<file path="src/rtl/fpadd_sequencer.sv">
// fpadd_sequencer
//
// Shares one single-precision FP add datapath between two requesters.
// An operand pair is accepted in IDLE, aligned, added, normalized
// (iteratively, up to NORM_STEP left shifts per cycle) and returned on a
// single response port that holds its result until the consumer takes it.
// The sum is truncated; inf/NaN inputs are treated as ordinary values.
//
// Parameters:
//   NORM_STEP  max left-shift positions per NORM cycle (1, 2 or 4)
//
// Build option:
//   FPADD_SEQ_RR_EN  defined   -> round-robin arbitration between requesters
//                    undefined -> fixed priority, requester 0 always wins
//
// Ports:
//   clk, reset                  clock, async active-high reset
//   req0_valid/ready/a/b        requester 0 operand handshake
//   req1_valid/ready/a/b        requester 1 operand handshake
//   resp_valid/ready            result handshake
//   resp_id                     requester that owns resp_sum
//   resp_sum                    A+B, IEEE-754 single precision
//   busy                        high whenever not IDLE
//
// state | meaning
// ------+------------------------------------------------------------
// IDLE  | arbitrate, accept one request
// ALIGN | unpack operands, right-shift the smaller-exponent mantissa
// ADD   | add or subtract aligned mantissas, pick result sign
// NORM  | carry/zero/normalized checks, else left-shift and stay
// DONE  | present result until resp_ready

module fpadd_sequencer #(
    parameter int NORM_STEP = 1
) (
    input  logic        clk,
    input  logic        reset,
    input  logic        req0_valid,
    output logic        req0_ready,
    input  logic [31:0] req0_a,
    input  logic [31:0] req0_b,
    input  logic        req1_valid,
    output logic        req1_ready,
    input  logic [31:0] req1_a,
    input  logic [31:0] req1_b,
    output logic        resp_valid,
    input  logic        resp_ready,
    output logic        resp_id,
    output logic [31:0] resp_sum,
    output logic        busy
);

    typedef enum logic [2:0] {IDLE, ALIGN, ADD, NORM, DONE} stateT;

    stateT       state, nextState;
    logic        grant, accept, lastGrant, idleLive;
    logic [31:0] opA, opB;
    logic [23:0] alignA, alignB;
    logic [24:0] sumR;
    logic [8:0]  expR;
    logic        signR;

    logic [7:0]  expA, expB, expBig, expDiff;
    logic [23:0] mantA, mantB, shA, shB;
    logic [24:0] addSum;
    logic        addSign;
    logic [4:0]  lzCount, shiftAmt;
    logic [8:0]  expInc;
    logic        normFinish;

    // Grant selection; ready is gated by valid so only a real requester sees it.
`ifdef FPADD_SEQ_RR_EN
    always_comb begin
        if (req0_valid && req1_valid) grant = ~lastGrant;
        else                          grant = ~req0_valid;
    end
`else
    logic unusedLastGrant;
    assign unusedLastGrant = lastGrant;
    always_comb grant = ~req0_valid;
`endif

    assign idleLive   = (state == IDLE) && !reset;
    assign req0_ready = idleLive && req0_valid && !grant;
    assign req1_ready = idleLive && req1_valid && grant;
    assign accept     = req0_ready || req1_ready;
    assign busy       = (state != IDLE);

    // Unpack and align. Exponent 0 means a true zero (no hidden bit).
    always_comb begin
        expA  = opA[30:23];
        expB  = opB[30:23];
        mantA = (expA == 8'd0) ? 24'd0 : {1'b1, opA[22:0]};
        mantB = (expB == 8'd0) ? 24'd0 : {1'b1, opB[22:0]};
        if (expA >= expB) begin
            expBig  = expA;
            expDiff = expA - expB;
            shA     = mantA;
            shB     = (expDiff >= 8'd24) ? 24'd0 : (mantB >> expDiff);
        end else begin
            expBig  = expB;
            expDiff = expB - expA;
            shA     = (expDiff >= 8'd24) ? 24'd0 : (mantA >> expDiff);
            shB     = mantB;
        end
    end

    always_comb begin
        addSum  = 25'd0;
        addSign = 1'b0;
        if (opA[31] == opB[31]) begin
            addSum  = {1'b0, alignA} + {1'b0, alignB};
            addSign = opA[31];
        end else if (alignA > alignB) begin
            addSum  = {1'b0, alignA - alignB};
            addSign = opA[31];
        end else if (alignB > alignA) begin
            addSum  = {1'b0, alignB - alignA};
            addSign = opB[31];
        end
    end

    // Leading zeros counted from bit 23; highest set bit wins.
    always_comb begin
        lzCount = 5'd24;
        for (int i = 0; i < 24; i++) begin
            if (sumR[i]) lzCount = 5'(23 - i);
        end
        shiftAmt   = (lzCount < 5'(NORM_STEP)) ? lzCount : 5'(NORM_STEP);
        expInc     = expR + 9'd1;
        normFinish = (sumR == 25'd0) || sumR[24] || sumR[23] ||
                     ({4'd0, shiftAmt} >= expR);
    end

    always_comb begin
        nextState = state;
        case (state)
            IDLE:    if (accept) nextState = ALIGN;
            ALIGN:   nextState = ADD;
            ADD:     nextState = NORM;
            NORM:    if (normFinish) nextState = DONE;
            DONE:    if (resp_ready) nextState = IDLE;
            default: nextState = IDLE;
        endcase
    end

    always_ff @(posedge clk or posedge reset) begin
        if (reset) state <= IDLE;
        else       state <= nextState;
    end

    always_ff @(posedge clk or posedge reset) begin
        if (reset) begin
            opA        <= 32'd0;
            opB        <= 32'd0;
            lastGrant  <= 1'b1;
            alignA     <= 24'd0;
            alignB     <= 24'd0;
            expR       <= 9'd0;
            sumR       <= 25'd0;
            signR      <= 1'b0;
            resp_id    <= 1'b0;
            resp_sum   <= 32'd0;
            resp_valid <= 1'b0;
        end else begin
            resp_valid <= (nextState == DONE);
            case (state)
                IDLE: if (accept) begin
                    opA       <= grant ? req1_a : req0_a;
                    opB       <= grant ? req1_b : req0_b;
                    resp_id   <= grant;
                    lastGrant <= grant;
                end
                ALIGN: begin
                    alignA <= shA;
                    alignB <= shB;
                    expR   <= {1'b0, expBig};
                end
                ADD: begin
                    sumR  <= addSum;
                    signR <= addSign;
                end
                NORM: begin
                    if (sumR == 25'd0) begin
                        resp_sum <= 32'd0;
                    end else if (sumR[24]) begin
                        if (expInc >= 9'd255) resp_sum <= {signR, 8'hFF, 23'd0};
                        else                  resp_sum <= {signR, expInc[7:0], sumR[23:1]};
                    end else if (sumR[23]) begin
                        resp_sum <= {signR, expR[7:0], sumR[22:0]};
                    end else if ({4'd0, shiftAmt} >= expR) begin
                        resp_sum <= {signR, 31'd0};
                    end else begin
                        sumR <= sumR << shiftAmt;
                        expR <= expR - {4'd0, shiftAmt};
                    end
                end
                default: ;
            endcase
        end
    end

endmodule

</file>
<file path="config.mk">
export PLATFORM = sky130hd
export DESIGN_NAME = fpadd_sequencer
export DESIGN_NICKNAME = d
export VERILOG_FILES = /design/src/rtl/fpadd_sequencer.sv
export SDC_FILE = /design/constraint.sdc
export NUM_CORES = 1
export LEC_CHECK = 0
export CAP_MARGIN = 20
export CORE_MARGIN = 10
export CORE_UTILIZATION = 45
export DETAILED_ROUTE_END_ITERATION = 12
export HOLD_SLACK_MARGIN = 0.02
export PLACE_DENSITY = 0.7
export RECOVER_POWER = 100
export REMOVE_ABC_BUFFERS = 1
export SLEW_MARGIN = 30
export SYNTH_ARGS = -nofsm -noshare
export SYNTH_HDL_FRONTEND = slang
export SYNTH_SLANG_ARGS = --single-unit
</file>
<file path="constraint.sdc">
create_clock -name clk -period 12.5 [get_ports clk]
set_input_delay 2.5 -clock clk [delete_from_list [all_inputs] [get_ports clk]]
set_output_delay 2.5 -clock clk [all_outputs]
set_load 0.02 [all_outputs]
</file>
# Word-level counts from Yosys, hierarchy flattened
# Cells that the tools add are included.
dict set report totals {
  register_bits 184
  latchBits 0
  ram_bits 0
  rom_bits 0
  memories 0
}
dict set report op_classes {
  add_sub_neg 7
  mul 0
  n_div 0
  n_lt_le_gt_ge 8
  eq_ne 10
  shift 3
  muxes 59
  bitwise 1
  reduce_logical 24
}
# op n
set op_table {}
lappend op_table {{24-bit 2-to-1 mux} 8}
lappend op_table {{32-bit 2-to-1 mux} 6}
lappend op_table {{25-bit 2-to-1 mux} 5}
lappend op_table {{5-bit 2-to-1 mux} 24}
lappend op_table {{25-bit one-hot mux with 2 select lines} 1}
lappend op_table {{24-bit > comparator} 2}
lappend op_table {{24-bit by 8-bit >> shifter with 24-bit output} 2}
lappend op_table {{24-bit subtractor} 2}
lappend op_table {{9-bit 2-to-1 mux} 4}
lappend op_table {{31-bit 2-to-1 mux} 1}
lappend op_table {{24-bit by 24-bit adder with 25-bit output} 1}
lappend op_table {{25-bit logical NOT} 1}
lappend op_table {{25-bit by 5-bit << shifter with 25-bit output} 1}
lappend op_table {{9-bit one-hot mux with 2 select lines} 1}
lappend op_table {{8-bit by 5-bit greater-or-equal comparator with 1-bit output (second input constant)} 2}
lappend op_table {{8-bit logical NOT} 2}
lappend op_table {{8-bit subtractor} 2}
lappend op_table {{3-bit one-hot mux with 5 select lines} 1}
lappend op_table {{5-bit AND reduction} 2}
lappend op_table {{9-bit by 1-bit adder with 9-bit output (second input constant)} 1}
lappend op_table {{5-bit by 9-bit greater-or-equal comparator with 1-bit output} 1}
lappend op_table {{9-bit by 8-bit greater-or-equal comparator with 1-bit output (second input constant)} 1}
lappend op_table {{3-bit 2-to-1 mux} 3}
lappend op_table {{9-bit by 5-bit subtractor with 9-bit output} 1}
lappend op_table {{20 further kinds} 37}

# Longest topological paths before layout
# Gate-level depths: netlist of run 1.
dict set report logic_depth {
  word_depth 32
  ltp_mapped 15
  depth_no_buf 13
}

# Worst setup path before layout of run 1
# No wires, ideal clock.
dict set report synth_path {
  path_kind {input to output}
  startpoint {input req0_valid}
  endpoint {output req0_ready}
  arrival_time_ns 3.777
  setup_slack_ns 6.223
  stages 4
  n_path_buf 3
  cell_sequence {clkbuf_1 > buf_1 > buf_1 > and2_1}
}
dict set report synth_via {
  elab_chain_len 2
}
# element line
set synth_rtl {}
lappend synth_rtl {{from (decl)} 38} ;# input logic req0_valid,
lappend synth_rtl {{1-bit logical AND} 84} ;# assign req0_ready = idleLive && req0_valid && !grant;
lappend synth_rtl {{1-bit logical AND (*)} 84}
lappend synth_rtl {{to (decl)} 39} ;# output logic req0_ready,
# Mark *: on every way between the ends. The rest lies on a longest branch, timed or not.

# Worst setup path after layout of run 1
dict set report layout_path {
  startpoint {input reset}
  endpoint {register opA[18]}
}
dict set report layout_via {
  elab_chain_len 6
  elab_cells_between_ends 8
  classes_between {reduce/logical: 8}
}
# element line
set layout_rtl {}
lappend layout_rtl {{from (decl)} 37} ;# input logic reset,
lappend layout_rtl {{1-bit logical NOT (no line) (*)} n/a}
lappend layout_rtl {{1-bit logical AND (*)} 83} ;# assign idleLive = (state == IDLE) && !reset;
lappend layout_rtl {{1-bit logical AND (on tied branches) (2 in a row)} {84, 85}}
lappend layout_rtl {{1-bit logical OR (*)} 86} ;# assign accept = req0_ready || req1_ready;
lappend layout_rtl {{2-bit AND reduction (no line) (*)} n/a}
lappend layout_rtl {{to (signal assigned)} 169} ;# opA <= grant ? req1_a : req0_a;
lappend layout_rtl {{to (decl)} 57} ;# logic [31:0] opA, opB;
# Marked as above.
# A chain may end at the register's enable or synchronous reset.

==> results.cfg, run 1 <==
[status]
run_status = complete, but fails checks
violations = capacitance limit, slew limit

[sta]
clock_skew_ns = 0.0210
hold_viol = 0
maxSlewViolCount = 314
slew_headroom = -2.33
tightest_slew_ns = 4.99
period_minus_slack_ns = 6.94
fin_setup_tns_ns = 0
post-route-period-util = 0.555
setup_viol = 0
rsz0062_at_grt = false
max_freq_mhz = 144

[yosys]
synth_warnings = 0
synthArstFlopShare = 1.00
ys_seq_area_frac = 0.294
synth-seq-cells = 184
synth_ff_type = dfrtp_1
synth_edf_count = 0
avgSynthCellArea_um2 = 8.13
synthCells = 1926
ys_types = 85
netlist_area_um2 = 15700

[placed_design]
dp_hpwl_um = 38900
gp_congestion = 0.925
port_buffers = 169

[setup_path]
crit_required_ns = 12.66
worstSetupPathType = input port to flip-flop
slowest_stage = clkbuf_1
max_stage_delay_ns = 2.67
critPathTopFamily = buffers and inverters
arrival_ns = 7.11
reg2regPathDepth = 10
cp_num_buf_inv = 2
reg2reg_to = alignA[1]
cp_cell_sequence = dlygate4sd3_1 > nor2_1 > o21a_1 > clkbuf_1 > a21oi_1
critPathMaxFanout = 100
regToRegSetupSlack_ns = 6.32
r2r_start = opA[23]
critPathLaunchType = input port
end_kind = flip-flop

[final_layout]
area_delta_synth_final_pct = 16.3
antenna_cells = 0
layout_commonest_cell = a21oi_1
nFillCells = 3298
drive_above_1_share = 0.0498
layout_common_cells = a21oi_1 (207), nor2_1 (197), dfrtp_1 (184)
nets = 2247

[grt]
grt_pass1_wl_um = 80400
grt_max_degree = 113
track_usage = 0.234
antenna_found_initial = 0
grt-ovfl-total = 0
grt_pass1_vias = 14600

[worst_hold_path]
min_from = resp_sum[14]
hold_end = resp_sum[14]
hp-class = flip-flop to flip-flop
holdPathStages = 2

[route]
drt-total-wl_um = 50200
met2_wirelength_um = 23300
top_layer = met4
drt-pass1-iter-count = 8
wl_met3_um = 2900
via_per_inst = 6.08
ant_nets = 0
m1WireLength_um = 22200
vias = 15100
route.detailed.drc = 0
wl_per_cell_um = 20.2
drt_iter0_drc = 1332

[die]
initial_core_util = 0.455
design.core.area_um2 = 34500
row_count = 68
dieArea_um2 = 42700
chipWidth_um = 207
die_h_um = 207
io_pins = 170

[cts]
cts_sinks = 184
root_buffer = clkbuf_16
cts_hold_repair.buffers = 0
clkTransAtPathRegs_ns = 0.07
htree_levels = 4
cts_tree = done
clockBufferDepth = 2
cts_buffers = 17
postCtsResizedCells = 0
cts_setup_buffers = 0
clock_latency_ns = 0.48

[flow_run]
max-cap-violations = 5
-- tightest hold or removal path: cells and delay by family, from the launching register on --
family             cells  cell delay [ns]
DFF                    1             0.34
AOI/OAI and AO/OA      1             0.06
and+or+nand+nor        1             0.04
-- Yosys cell counts (6+ instances only) --
master | number | area [um^2]
dfrtp_1 | 184 | 4600
or3_1 | 6 | 37.5
a22o_1 | 6 | 52.6
nor2b_1 | 18 | 113
nand3_1 | 30 | 150
fa_1 | 6 | 120
and3_1 | 21 | 131
o31ai_1 | 10 | 75.1
o221ai_1 | 14 | 123
nand2b_1 | 17 | 106
xor2_1 | 15 | 131
mux4_2 | 23 | 518
clkbuf_1 | 92 | 345
a21oi_1 | 206 | 1030
o21a_1 | 12 | 90.1
a221oi_1 | 21 | 184
o21bai_1 | 12 | 90.1
ha_1 | 94 | 1180
a222oi_1 | 7 | 70.1
o21ai_1 | 6 | 30.0
o21ai_0 | 166 | 831
buf_2 | 29 | 145
nand2_1 | 169 | 634
a31oi_1 | 22 | 138
a22oi_1 | 39 | 293
nand4_1 | 13 | 81.3
inv_1 | 112 | 420
a221o_1 | 14 | 140
nor3_1 | 27 | 135
nor2_1 | 197 | 739
o22ai_1 | 12 | 75.1
nor4_1 | 15 | 93.8
a21o_1 | 32 | 240
o211ai_1 | 16 | 120
a32oi_1 | 10 | 87.6
mux2i_1 | 102 | 1020
buf_1 | 6 | 22.5
xnor2_1 | 33 | 289
and2_1 | 6 | 37.5
a211oi_1 | 17 | 128
-- state kept, by name, summed over array words and instances, names as in the netlist --
signal and flops:
alignA 24, alignB 24, expR 9, opA 32
opB 32, resp_id 1, resp_sum 32, resp_valid 1
signR 1, state 3, sumR 25
-- final cells by class --
class                      count  area, um^2  share of cell area
timing repair buffer         195        1870               0.103
clock inverter                14         199              0.0109
clock buffer                  18         439              0.0241
inverter                     112         422              0.0232
multi-input combinational   1504       10100               0.555
sequential                   184        4600               0.253
tap                          455         569              0.0313
-- logic make-up (layout without fill, tap and decap cells) --
family                     after synthesis  in the layout  synth area share
other                                    1              5          0.000239
xor gates and xnor gates                49             49            0.0286
adders and majority gates              100            100            0.0828
DFF                                    184            184             0.294
and+or+nand+nor                        546            546             0.158
AOI/OAI and AO/OA                      675            675             0.274
buffers and inverters                  242            339            0.0611
muxes                                  129            129             0.101
-- metal layers --
layer,track usage,vias to the layer above
li1,-,7190
met1,0.311,7275
met2,0.374,531
met3,0.0385,96
met4,0.0928,0
met5,0,-
-- worst max path at each step --
stage                     start    endpoint  cells after the start
after floorplan           reset   alignA[0]                      1
after global placement    reset  req1_ready                      5
after detailed placement  reset  req0_ready                      4
after CTS                 reset  req0_ready                      4
after global routing      reset     opB[16]                      5
final                     reset     opA[18]                      5
-- through the flow --
stage                     std cells   util  hold WS, ns  worst slack [ns]  instance area (um^2)
after floorplan                1800      -        0.450              5.00                 15100
after global placement         2450  0.511        0.461              5.95                 17600
after detailed placement       2450  0.511        0.467              5.89                 17600
after CTS                      2482  0.530        0.486              5.89                 18300
after global routing           2482  0.529        0.490              4.92                 18200
final                          2482  0.529        0.472              5.56                 18200
Power of run 1 is left out: the tool's default activity adds up to more than one toggle a clock period on the data nets, which glitch-free logic cannot reach.
==> inputs of run 2 (changes only) <==
clock period = 6.6 ns   (was 12.5 ns; I/O delays follow)
==> results.cfg, run 2 (synthesis gave the netlist of run 1 again) <==
[placed_design]
gp_congestion = 0.926
dp_hpwl_um = 39600
port_buffers = 169

[final_layout]
reg.largest.list = opA: 32 flops, opB: 32 flops, resp_sum: 32 flops
drive_above_1_share = 0.0479
layout_commonest_cell = a21oi_1
antenna_cells = 0
area_delta_synth_final_pct = 16.0
nets = 2248
fin_util = 0.527
layout_common_cells = a21oi_1 (207), nor2_1 (197), dfrtp_1 (184)

[cts]
clockBufferDepth = 2
cts_hold_repair.buffers = 0
cts_setup_buffers = 0
root_buffer = clkbuf_16
cts_tree = done
postCtsResizedCells = 0
htree_levels = 4
clkTransAtPathRegs_ns = 0.06
cts_buffers = 17
clock_latency_ns = 0.46
cts_sinks = 184

[setup_path]
critPathMaxFanout = 68
crit_required_ns = 6.97
cp_cell_sequence = dlygate4sd3_1 > nor2_1 > o21a_1 > clkbuf_2 > nor2_1 > a21oi_1
critPathLaunchType = input port
path_common_cell = nor2_1
worstSetupPathType = input port to flip-flop
max_stage_delay_ns = 1.59
slowest_stage = o21a_1
critPathTopFamily = compound AO/OA/AOI/OAI gates
end_kind = flip-flop
arrival_ns = 5.08
cp_num_buf_inv = 2

[route]
drt_iter0_drc = 1254
vias = 15000
via_per_inst = 6.05
wl_per_cell_um = 20.2
route.detailed.drc = 0
drt-total-wl_um = 50200
drt-pass1-iter-count = 6
ant_nets = 0

[sta]
clock_skew_ns = 0.0121
maxSlewViolCount = 227
rsz0062_at_grt = false
hold_viol = 0
tightest_slew_ns = 3.94
setup_viol = 0
max_freq_mhz = 212
post-route-period-util = 0.714
period_minus_slack_ns = 4.71
slew_headroom = -1.64
fin_setup_tns_ns = 0

[die]
row_count = 68
io_pins = 170
design.core.area_um2 = 34500
die_h_um = 207
dieArea_um2 = 42700
initial_core_util = 0.455
chipWidth_um = 207

[grt]
track_usage = 0.233
grt-ovfl-total = 0
grt_pass1_vias = 14300
antenna_found_initial = 0
grt_pass1_wl_um = 80000
grt_max_degree = 89

[status]
run_status = complete, but fails checks
violations = capacitance limit, slew limit

[worst_hold_path]
hp-class = flip-flop to flip-flop

[flow_run]
max-cap-violations = 4
-- run 2: cell types whose count changed in the layout (fill, tap and decap cells not counted), sizes merged --
cell,delta
buf,+1
clkbuf,+2
clkinvlp,+2
inv,-6
-- run 2: tightest hold or removal path, stage by stage, from the launching register on --
cell and delay [ns]:
dfrtp_1 0.33, nand2_1 0.05, o21ai_0 0.06
-- run 2: cell type report --
| cell class | count | area (um^2) |
|---|---|---|
| Timing Repair Buffer | 196 | 1880 |
| Inverter | 112 | 422 |
| Multi-Input combinational cell | 1504 | 10100 |
| Sequential cell | 184 | 4600 |
| Clock buffer | 20 | 447 |
| Tap cell | 455 | 569 |
| Fill cell | 3331 | 16300 |
| Clock inverter | 10 | 145 |
-- run 2: routing by layer --
layer,share of wire,up-vias,GRT usage
li1,-,7184,-
met1,0.45,7311,0.317
met2,0.47,463,0.377
met3,0.049,64,0.0295
met4,0.026,0,0.0787
met5,0,-,0
-- run 2: path summary, 6_finish.rpt --
kind	cells past startpoint	slack (ns)	to	from
min in group asynchronous	2	2.51	resp_id	reset
worst max-delay path	6	1.89	opA[0]	reset
max in group asynchronous	3	2.29	resp_sum[14]	reset
worst min register to register	2	0.47	resp_sum[2]	resp_sum[2]
worst min-delay path	2	0.47	resp_sum[2]	resp_sum[2]
worst max register to register	12	1.92	alignA[1]	opA[23]
-- run 2: per-stage QoR --
stage | hold WS [ns] | cells | setup slack, ns | instance area [um^2]
2_1_floorplan | 0.450 | 1800 | 0.280 | 15100
3_3_place_gp | 0.460 | 2451 | 2.41 | 17600
3_5_place_dp | 0.470 | 2451 | 2.40 | 17600
4_1_cts | 0.485 | 2481 | 2.40 | 18200
5_1_grt | 0.486 | 2481 | 1.39 | 18200
6_report | 0.470 | 2481 | 1.89 | 18200
Power of run 2 is left out for the same reason.
==> inputs of run 3 (changes only) <==
clock period = 4.5 ns   (was 6.6 ns; I/O delays follow)
==> results.cfg, run 3 (synthesis gave the netlist of run 1 again) <==
[setup_path]
cp_cell_sequence = inv_1 > fa_1 > and2b_1 > o21ai_2 > a21oi_1 > o21ai_0 > a21boi_2 > nor2_1 > or4_1 > nand2b_4 > o31ai_1
worstSetupPathType = flip-flop to flip-flop
slowest_stage = or4_1
cp_num_buf_inv = 1
arrival_ns = 4.47
r2r_start = opA[24]
end_kind = flip-flop
reg2reg_to = alignB[21]
critPathLaunchType = flip-flop
reg2regPathDepth = 11
max_stage_delay_ns = 0.72
critPathTopFamily = compound AO/OA/AOI/OAI gates
crit_required_ns = 4.77
regToRegSetupSlack_ns = 0.30
critPathMaxFanout = 9

[status]
run_status = complete, but fails checks
violations = capacitance limit, slew limit

[final_layout]
fin_util = 0.530
nets = 2267
multi_input_area_um2 = 10100
nFillCells = 3314
final_area_um2 = 18300
reg.largest.list = opA: 32 flops, opB: 32 flops, resp_sum: 32 flops
regArea_um2 = 4600
layout_common_cells = a21oi_1 (207), nor2_1 (197), dfrtp_1 (184)
drive_above_1_share = 0.0576
area_delta_synth_final_pct = 16.7
layout_commonest_cell = a21oi_1
antenna_cells = 0

[grt]
busiest_layer = met2
grt_pass1_wl_um = 80900
antenna_found_initial = 1
track_usage = 0.236
grt_max_degree = 83
grt-ovfl-total = 0
grt_util_met3 = 0.0337
grt_use_met2 = 0.387
grt_pass1_vias = 14700
use_met1 = 0.316

[placed_design]
dpl_cell_area_um2 = 17800
gp_congestion = 1.01
port_buffers = 169
dp_hpwl_um = 40200

[route]
drt-total-wl_um = 50900
drt-pass1-iter-count = 5
vias = 15100
drt_iter0_drc = 1460
route.detailed.drc = 0
ant_nets = 0
wl_per_cell_um = 20.3
via_per_inst = 6.02

[worst_hold_path]
min_from = resp_sum[23]
hp-class = flip-flop to flip-flop
holdPathStages = 1
hold_end = resp_sum[23]

[cts]
cts_sinks = 184
clock_latency_ns = 0.46
htree_levels = 4
postCtsResizedCells = 0
cts_hold_repair.buffers = 0
clkTransAtPathRegs_ns = 0.07
cts_setup_buffers = 0
cts_tree = done
clockBufferDepth = 2
cts_buffers = 17
root_buffer = clkbuf_16

[sta]
hold_viol = 0
clock_skew_ns = 0.0137
setup_viol = 0
tightest_slew_ns = 3.08
max_freq_mhz = 238
maxSlewViolCount = 131
period_minus_slack_ns = 4.20
slew_headroom = -1.06
rsz0062_at_grt = false
post-route-period-util = 0.934

[die]
design.core.area_um2 = 34500
chipWidth_um = 207
row_count = 68
io_pins = 170
initial_core_util = 0.455
die_h_um = 207
dieArea_um2 = 42700

[flow_run]
max-cap-violations = 2
run 3: worst max-delay path by stage:
| stage | from | to | slack (ns) | depth (start not counted) |
|---|---|---|---|---|
| finish | opA[24] | alignB[21] | 0.30 | 11 |
| global route | state[0] | opB[18] | 0.15 | 6 |
| CTS | opB[23] | alignA[1] | 0.01 | 10 |
| detailed placement | opB[23] | alignA[1] | 0.03 | 10 |
| global placement | opB[23] | alignA[1] | 0.002 | 10 |
| floorplan | reset | alignA[0] | -1.40 | 1 |
run 3: cell type report:
type	instances	share of cell area
multi-input cells	1504	0.552
well taps	455	0.0312
inverters	112	0.0230
clock buffers	19	0.0237
flip-flops and latches	184	0.252
clock inverters	13	0.00664
repair buffers	215	0.111
run 3: stage by stage:
stage | setup WS [ns] | setup TNS, ns | cells | hold WS, ns
final | 0.298 | 0 | 2502 | 0.472
after CTS | 0.0142 | 0 | 2502 | 0.485
after global routing | 0.145 | 0 | 2502 | 0.489
after global placement | 0.00183 | 0 | 2470 | 0.459
after detailed placement | 0.0333 | 0 | 2470 | 0.469
after floorplan | -1.40 | -257.67 | 1800 | 0.450
run 3: routing by layer:
| metal | up-vias | part of all wire |
|---|---|---|
| li1 | 7226 | - |
| met1 | 7188 | 0.45 |
| met2 | 575 | 0.47 |
| met3 | 73 | 0.062 |
| met4 | 0 | 0.024 |
| met5 | - | 0 |
Power of run 3 is left out for the same reason.
